**src/rtl/btn_pkg.sv**
```systemverilog
// btn_pkg
//   Shared constants and helpers for the button debounce / auto-repeat block.
//   Holds the default parameter values used by btn_debounce_rpt and btn_chan,
//   plus the width function every counter uses to size itself.
package btn_pkg;

  localparam int DEF_NCH    = 3;
  localparam int DEF_DIV    = 1200000;
  localparam int DEF_STABLE = 3;
  localparam int DEF_LONG   = 40;
  localparam int DEF_RPT    = 8;

  // Ceiling log2 with a floor of one bit. A counter that must hold the values
  // 0..m is sized with clog2w(m + 1).
  function automatic int clog2w(input int value);
    int w;
    w = 1;
    for (int i = 1; i < 31; i++) begin
      if ((1 << i) < value) begin
        w = i + 1;
      end
    end
    return w;
  endfunction

endpackage

```
**src/rtl/btn_chan.sv**
```systemverilog
// btn_chan
//   One button channel: two-flop synchroniser, stability (debounce) counter,
//   hold counter for auto-repeat, and the registered event pulses.
//
// Ports
//   CLK      in   system clock
//   RST      in   asynchronous active-low reset
//   tick     in   shared sample tick, one CLK wide
//   nb       in   raw active-low button input, asynchronous to CLK
//   blevel   out  debounced pressed state (1 = pressed)
//   bpress   out  one-CLK pulse when a press is accepted
//   brelease out  one-CLK pulse when a release is accepted
//   brepeat  out  one-CLK auto-repeat pulse while held
module btn_chan
  import btn_pkg::*;
#(
  parameter int STABLE = DEF_STABLE,
  parameter int LONG   = DEF_LONG,
  parameter int RPT    = DEF_RPT
) (
  input  logic CLK,
  input  logic RST,
  input  logic tick,
  input  logic nb,
  output logic blevel,
  output logic bpress,
  output logic brelease,
  output logic brepeat
);

  localparam int SW = clog2w(STABLE + 1);
  localparam int HW = clog2w(LONG + 1);

  logic          sync1;
  logic          sync2;
  logic          sample;
  logic [SW-1:0] stab;
  logic [SW-1:0] stab_inc;
  logic [HW-1:0] hold;
  logic [HW-1:0] hold_inc;
  logic          accept;

  // Synchroniser resets to 1 so a released button is what we see after reset.
  always_ff @(posedge CLK or negedge RST) begin
    if (!RST) begin
      sync1 <= 1'b1;
      sync2 <= 1'b1;
    end else begin
      sync1 <= nb;
      sync2 <= sync1;
    end
  end

  assign sample   = ~sync2;
  assign stab_inc = stab + 1'b1;
  assign hold_inc = hold + 1'b1;

  // A level change is accepted on the tick whose increment reaches STABLE.
  assign accept = tick && (sample != blevel) && (stab_inc == SW'(STABLE));

  // Debounce: differing samples count up, a matching sample restarts the run.
  // The press/release pulse is registered together with the new level so it
  // lines up with the first cycle the new level is visible.
  always_ff @(posedge CLK or negedge RST) begin
    if (!RST) begin
      stab     <= '0;
      blevel   <= 1'b0;
      bpress   <= 1'b0;
      brelease <= 1'b0;
    end else begin
      bpress   <= 1'b0;
      brelease <= 1'b0;
      if (tick) begin
        if (sample == blevel) begin
          stab <= '0;
        end else if (accept) begin
          stab     <= '0;
          blevel   <= sample;
          bpress   <= sample;
          brelease <= ~sample;
        end else begin
          stab <= stab_inc;
        end
      end
    end
  end

  // Hold counter: restarts on every accepted edge, so an accept always wins
  // over a repeat that would land on the same tick. After the first repeat it
  // reloads LONG-RPT so later repeats come every RPT ticks.
  always_ff @(posedge CLK or negedge RST) begin
    if (!RST) begin
      hold    <= '0;
      brepeat <= 1'b0;
    end else begin
      brepeat <= 1'b0;
      if (tick) begin
        if (accept) begin
          hold <= '0;
        end else if (blevel) begin
          if (hold_inc == HW'(LONG)) begin
            brepeat <= 1'b1;
            hold    <= HW'(LONG - RPT);
          end else begin
            hold <= hold_inc;
          end
        end
      end
    end
  end

endmodule

```
**src/rtl/btn_debounce_rpt.sv**
```systemverilog
// btn_debounce_rpt
//   Multi-channel button debouncer with press/release pulses and auto-repeat.
//   A shared divider produces the sample tick; each channel is a btn_chan.
//
// Ports
//   CLK      in   system clock
//   RST      in   asynchronous active-low reset
//   nBIN     in   [NCH] raw active-low buttons, asynchronous to CLK
//   BLEVEL   out  [NCH] debounced pressed state (1 = pressed)
//   BPRESS   out  [NCH] one-CLK pulse on accepted press
//   BRELEASE out  [NCH] one-CLK pulse on accepted release
//   BREPEAT  out  [NCH] one-CLK auto-repeat pulse while held
module btn_debounce_rpt
  import btn_pkg::*;
#(
  parameter int NCH    = DEF_NCH,
  parameter int DIV    = DEF_DIV,
  parameter int STABLE = DEF_STABLE,
  parameter int LONG   = DEF_LONG,
  parameter int RPT    = DEF_RPT
) (
  input  logic           CLK,
  input  logic           RST,
  input  logic [NCH-1:0] nBIN,
  output logic [NCH-1:0] BLEVEL,
  output logic [NCH-1:0] BPRESS,
  output logic [NCH-1:0] BRELEASE,
  output logic [NCH-1:0] BREPEAT
);

  localparam int TW = clog2w(DIV);

  logic [TW-1:0] tcnt;
  logic          tick;

  // With DIV=1 the counter sits at 0 and tick is high every cycle.
  assign tick = (tcnt == TW'(DIV - 1));

  // Sample-tick divider, 0..DIV-1 wrapping.
  always_ff @(posedge CLK or negedge RST) begin
    if (!RST) begin
      tcnt <= '0;
    end else if (tick) begin
      tcnt <= '0;
    end else begin
      tcnt <= tcnt + 1'b1;
    end
  end

  for (genvar i = 0; i < NCH; i++) begin : g_chan
    btn_chan #(
      .STABLE (STABLE),
      .LONG   (LONG),
      .RPT    (RPT)
    ) u_chan (
      .CLK      (CLK),
      .RST      (RST),
      .tick     (tick),
      .nb       (nBIN[i]),
      .blevel   (BLEVEL[i]),
      .bpress   (BPRESS[i]),
      .brelease (BRELEASE[i]),
      .brepeat  (BREPEAT[i])
    );
  end

endmodule

```
**config.mk**
```make
export PLATFORM = sky130hd
export DESIGN_NAME = btn_debounce_rpt
export DESIGN_NICKNAME = d
export VERILOG_FILES = /design/src/rtl/btn_pkg.sv /design/src/rtl/btn_chan.sv /design/src/rtl/btn_debounce_rpt.sv
export SDC_FILE = /design/constraint.sdc
export NUM_CORES = 1
export LEC_CHECK = 0
export ABC_AREA = 1
export BUFFER_PORTS_ARGS = -buffer_cell sky130_fd_sc_hd__buf_4
export CAP_MARGIN = 5
export CORE_MARGIN = 2
export CORE_UTILIZATION = 55
export CTS_BUF_LIST = sky130_fd_sc_hd__clkbuf_8
export CTS_CLUSTER_SIZE = 10
export DETAILED_ROUTE_END_ITERATION = 10
export HOLD_SLACK_MARGIN = 0.15
export PLACE_DENSITY = 0.73
export SYNTH_ARGS = -nofsm -noshare
export SYNTH_HDL_FRONTEND = slang
export SYNTH_SLANG_ARGS = --single-unit
```
**constraint.sdc**
```tcl
create_clock -name CLK -period 3.6 [get_ports CLK]
set_input_delay 0.54 -clock CLK [delete_from_list [all_inputs] [get_ports CLK]]
set_output_delay 0.54 -clock CLK [all_outputs]
set_load 0.05 [all_outputs]
```
# After elaboration in Yosys (flattened, before gate mapping)
# Cells that the tools add are included.
# word_totals
mem_bits_ro,0
latchBits,0
register_bits,63
n_memories,0
elab_cells,112
ramBits,0
# classes
div_mod_pow,0
mul,0
n_shift,0
add_sub_neg,7
reduce_logical,15
n_eq_ne,13
n_bitwise,6
magnitude_cmp,0
muxes,46
# op_table
op,count
two-way mux 6 bit,9
two-way mux 1 bit,30
"adder 21 x 1 -> 21 bit, second input constant",1
"equality test 21 bit, second input constant",1
two-way mux 21 bit,1
"adder 6 x 1 -> 6 bit, second input constant",3
"equality test 6 bit, second input constant",3
two-way mux 2 bit,6
AND reduction 3 bit,3
"adder 2 x 1 -> 2 bit, second input constant",3
"equality test 2 bit, second input constant",3
logical AND 1 bit,6
NOT 1 bit,6
AND reduction 2 bit,3
nonzero test 2 bit,3
equality test 1 bit,3
inequality test 1 bit,3

# Depth between registers and ports, before layout
# logic_depth
ltp_word,7
ltp_mapped,10

# Hierarchy
# A second synthesis with hierarchy kept.
# hier_totals
hier_cells,410
area_unflattened_um2,3298.2
# modules_own_cells
mod,cells_per_inst,n_inst,area_per_inst_um2
btn_chan at g_chan[1].u_chan ...,84,2,669.4
btn_debounce_rpt,162,1,1247.4
btn_chan at g_chan[0].u_chan,80,1,711.9

# Worst setup path after synthesis
# Ideal clock, no wire load.
# synth_path
path_kind,register to register
from,register tcnt[0]
to,register g_chan[0].u_chan.hold[5]
slack_ps,2007
setup_time_ps,121
t_required_ps,3479
arrival_ps,1472
path_stages_with_launch,9
period_less_slack_ps,1593
path_cell_list,dfrtp_1 -> ha_1 -> nand2_2 -> nor2_4 -> nand3_2 -> nor2_4 -> nand4_2 -> nand3b_1 -> nand2_1
# synth_via
elab_chain_cells,5
word_cells_on_any_way,6
cone_classes,eq/ne (1); mux (1); reduce/logical (4)
# synth_rtl
item,line,text
"start, declared",btn_debounce_rpt.sv:33,logic [TW-1:0] tcnt;
"start signal, assigned",btn_debounce_rpt.sv:46,tcnt <= tcnt + 1'b1;
equality test 21 bit *,btn_debounce_rpt.sv:37,assign tick = (tcnt == TW'(DIV - 1));
logical AND 1 bit (2 in series),btn_chan.sv:59,assign accept = tick && (sample != blevel) && (stab_inc == SW'(STABLE));
nonzero test 2 bit (no line),--,
AND reduction 2 bit (no line),--,
"end signal, assigned",btn_chan.sv:103,hold <= HW'(LONG - RPT);
"end signal, assigned",btn_chan.sv:105,hold <= hold_inc;
"end, declared",btn_chan.sv:39,logic [HW-1:0] hold;
# Mark *: on every way between the ends. The rest lies on a longest branch, timed or not.
# A chain may end at the register's enable or synchronous reset.

# Worst setup path after layout
# layout_path
from,register tcnt[0]
to,register g_chan[2].u_chan.hold[5]
# layout_via
elab_chain_cells,5
word_cells_on_any_way,6
cone_classes,eq/ne (1); mux (1); reduce/logical (4)
# layout_rtl
item,line
equality test 21 bit *,btn_debounce_rpt.sv:37
logical AND 1 bit (2 in series),btn_chan.sv:59
nonzero test 2 bit (no line),--
AND reduction 2 bit (no line),--
"end signal, assigned",btn_chan.sv:103
"end signal, assigned",btn_chan.sv:105
"end, declared",btn_chan.sv:39
# Marked as above.

==> flow_metrics.tcl <==
set metrics [dict create \
    cp_max_fo 10 \
    grt_pass1_wl_um 11930 \
    crit_slowest_cell "dfrtp_1" \
    drv_slew 0 \
    grt_pass1_vias 2659 \
    crit_chain "ha_1, nand2_2, nor2_4, nand3_2, nor2_4, nand4_2, nand3b_1, nand2_1" \
    p_sw_mw 0.2887 \
    fmax_mhz 524.0 \
    dieArea_um2 6869 \
    hold_viol 0 \
    p_int_mw 1.170 \
    sw_frac_of_total 0.1979 \
    synth_top_area_share 0.4168 \
    ios 17 \
    fin_crit_sh 0.5302 \
    die_w_um 82.88 \
    synth-async-reset-ratio 1.000 \
    yosysWarnings 0 \
    synth_common_cells "nand2_1 (90), inv_1 (58), dfrtp_1 (57), nor2_1 (51), nand3_1 (43)" \
    clkSlewWorstSetupHoldPaths_ps 70 \
    combPwrFrac 0.014 \
    ys_ff_latch 63 \
    cts.path.max_buffers 2 \
    rsz0062_at_grt "false" \
    drc 0 \
    fillCellCount 520 \
    ys_types 34 \
    cp-start-kind "register" \
    crit_path_max_incr_delay_ps 440 \
    hold_path.class "input pin to asynchronous set/reset pin" \
    syn_avg_cell_area_um2 8.128 \
    diodes 0 \
    root_buffer "clkbuf_8" \
    holdBufCountCts 0 \
    drtIter0Drc 155 \
    wl_per_cell_um 12.89 \
    synth_area_um2 3422 \
    grt_max_degree 64 \
    p_clk_frac 0.494 \
    power_density_nw_per_um2 386.7 \
    grt_antenna_before_repair 0 \
    pwr-share-seq 0.492 \
    tns_ps 0 \
    synth_area_leaders "dfrtp_1 (42%), nand2_1 (9.9%), inv_1 (6.4%)" \
    cap_violations 0 \
    path_class "register to register" \
    dieHeight_um 82.88 \
    routed_wl_um 6636 \
    gp_congestion 0.8851 \
    syn_to_final_growth_pct 10.20 \
    cts_sinks 63 \
    num_vias 2685 \
    final_util 0.6332 \
    io_buffer_count 16 \
    leakage_nw 1.943 \
    synth_most_common_cell "nand2_1" \
    cp.arrival_ps 2140 \
    min_period_ps 1909 \
    ir_drop_mv 0.3263 \
    insertion_delay_ps 340 \
    cts_tree "done" \
    nNetsFinal 447 \
    final_antenna_net_count 0 \
    synthCells 421 \
    end_kind "register" \
    synth_edf_count 0 \
    maxSlewHeadroom 0.4811 \
    drt_first_pass_iters 4 \
    num_rows 28 \
    fin_skew_ps 10.30 \
    worst_ep_required_time_ps 3830 \
    status "completed" \
    cts_buffers 9 \
    initial_core_util 0.5746 \
    setup_viol 0 \
    fin_ws_ps 1691 \
    drive_gt1_frac 0.1455 \
    yosys.area.top_type "dfrtp_1" \
    cp_common_cell "nor2_4" \
    vias_per_cell 5.214 \
    syn_nets 433 \
    grt_overflow 0 \
    worst_slew_pin_slew_ps 778.3 \
    seq_area_frac_synth 0.4629 \
    place_ws_ps 1700 \
    synth_flop_cell "dfrtp_1" \
    htree_levels 3 \
    post_cts_resized 0 \
    postCtsSetupBuffers 0 \
    hpwl_um 4719 \
    track_usage 0.2138 \
    placeableCoreArea_um2 5956 \
]
## worst max-delay path: cells and delay by family, from the launching register on
kind,cells,cell delay [ps]
adder cells (fa/ha/maj),1,250
flip-flops,1,440
AND/OR/NAND/NOR,7,1100
## state kept, by name, indices dropped and copies added, names as in the netlist
register,cells
g_chan.u_chan.sync2,3
g_chan.u_chan.hold,18
g_chan.u_chan.brepeat,3
g_chan.u_chan.sync1,3
g_chan.u_chan.bpress,3
tcnt,21
g_chan.u_chan.stab,6
g_chan.u_chan.brelease,3
g_chan.u_chan.blevel,3
## power groups by stage
stage	Clock, mW	Sequential [mW]	Combinational [mW]
finish	0.720	0.717	0.0211
global route	0.769	0.717	0.0256
CTS	0.738	0.717	0.0223
detailed placement	0	0.730	0.0224
global placement	0	0.730	0.0223
floorplan	0	0.729	0.00437
## layer usage
| metal | vias up | part of all wire | global-route usage |
|---|---|---|---|
| li1 | 1369 | - | - |
| met1 | 1258 | 0.45 | 0.2742 |
| met2 | 47 | 0.49 | 0.3460 |
| met3 | 11 | 0.038 | 0.06461 |
| met4 | 0 | 0.016 | 0.07303 |
| met5 | - | 0 | 0 |
## placed cells by master, fill, tap and decap left out, types with 2 or more instances in the layout
cell	netlist	routed
nand2_1	90	90
inv_1	58	61
dfrtp_1	57	57
nor2_1	51	51
nand3_1	43	43
buf_4	12	16
nand4_1	12	12
a21oi_1	10	10
clkbuf_8	0	9
o21ai_0	8	8
nand2_2	7	7
xor2_1	7	7
ha_1	7	7
nor3_1	6	6
o21ai_1	6	6
dfstp_2	6	6
nor2_4	5	5
nand3_2	4	4
xnor2_1	4	4
o21bai_1	3	3
nand4_2	3	3
nand3b_1	3	3
o2111ai_1	3	3
bufinv_16	0	3
inv_2	2	2
nor2_2	2	2
clkinv_1	2	2
o21ai_2	2	2
## final cells by class
class | count | area (µm²) | area share
well taps | 75 | 93.84 | 0.02488
inverters | 62 | 232.7 | 0.06171
flip-flops and latches | 63 | 1584 | 0.4200
clock inverters | 7 | 106.4 | 0.02820
clock buffers | 9 | 123.9 | 0.03285
multi-input cells | 283 | 1510 | 0.4005
repair buffers | 16 | 120.1 | 0.03185
## final timing paths
check | start | to | slack, ps | depth (start not counted)
worst max-delay path | tcnt[0] | g_chan[2].u_chan.hold[5] | 1690 | 8
worst min-delay path | RST | tcnt[15] | 280 | 1
worst max register to register | tcnt[0] | g_chan[2].u_chan.hold[5] | 1690 | 8
worst min register to register | g_chan[1].u_chan.sync1 | g_chan[1].u_chan.sync2 | 360 | 0
max in group asynchronous | RST | g_chan[0].u_chan.stab[0] | 2820 | 1
min in group CLK | nBIN[0] | g_chan[0].u_chan.sync1 | 300 | 1
## kinds of logic (layout without fill, tap and decap cells)
kind of cell	Yosys count	count (layout)	synth area share
AOI/OAI and AO/OA	33	33	0.05668
xor gates and xnor gates	11	11	0.02815
adders and majority gates	7	7	0.02559
buffers and inverters	75	94	0.09580
DFF	63	63	0.4629
and+or+nand+nor	232	232	0.3309
## through the flow
| step | power, mW | instances | hold WS, ps | instance area (µm²) |
|---|---|---|---|---|
| finish | 1.458 | 515 | 281.7 | 3771 |
| global placement | 0.7522 | 499 | 345.5 | 3541 |
| detailed placement | 0.7524 | 499 | 347.5 | 3541 |
| CTS | 1.478 | 515 | 276.7 | 3771 |
| floorplan | 0.7338 | 421 | 244.4 | 3422 |
| global route | 1.512 | 515 | 273.1 | 3771 |
Power figures use the tool's default switching activity.
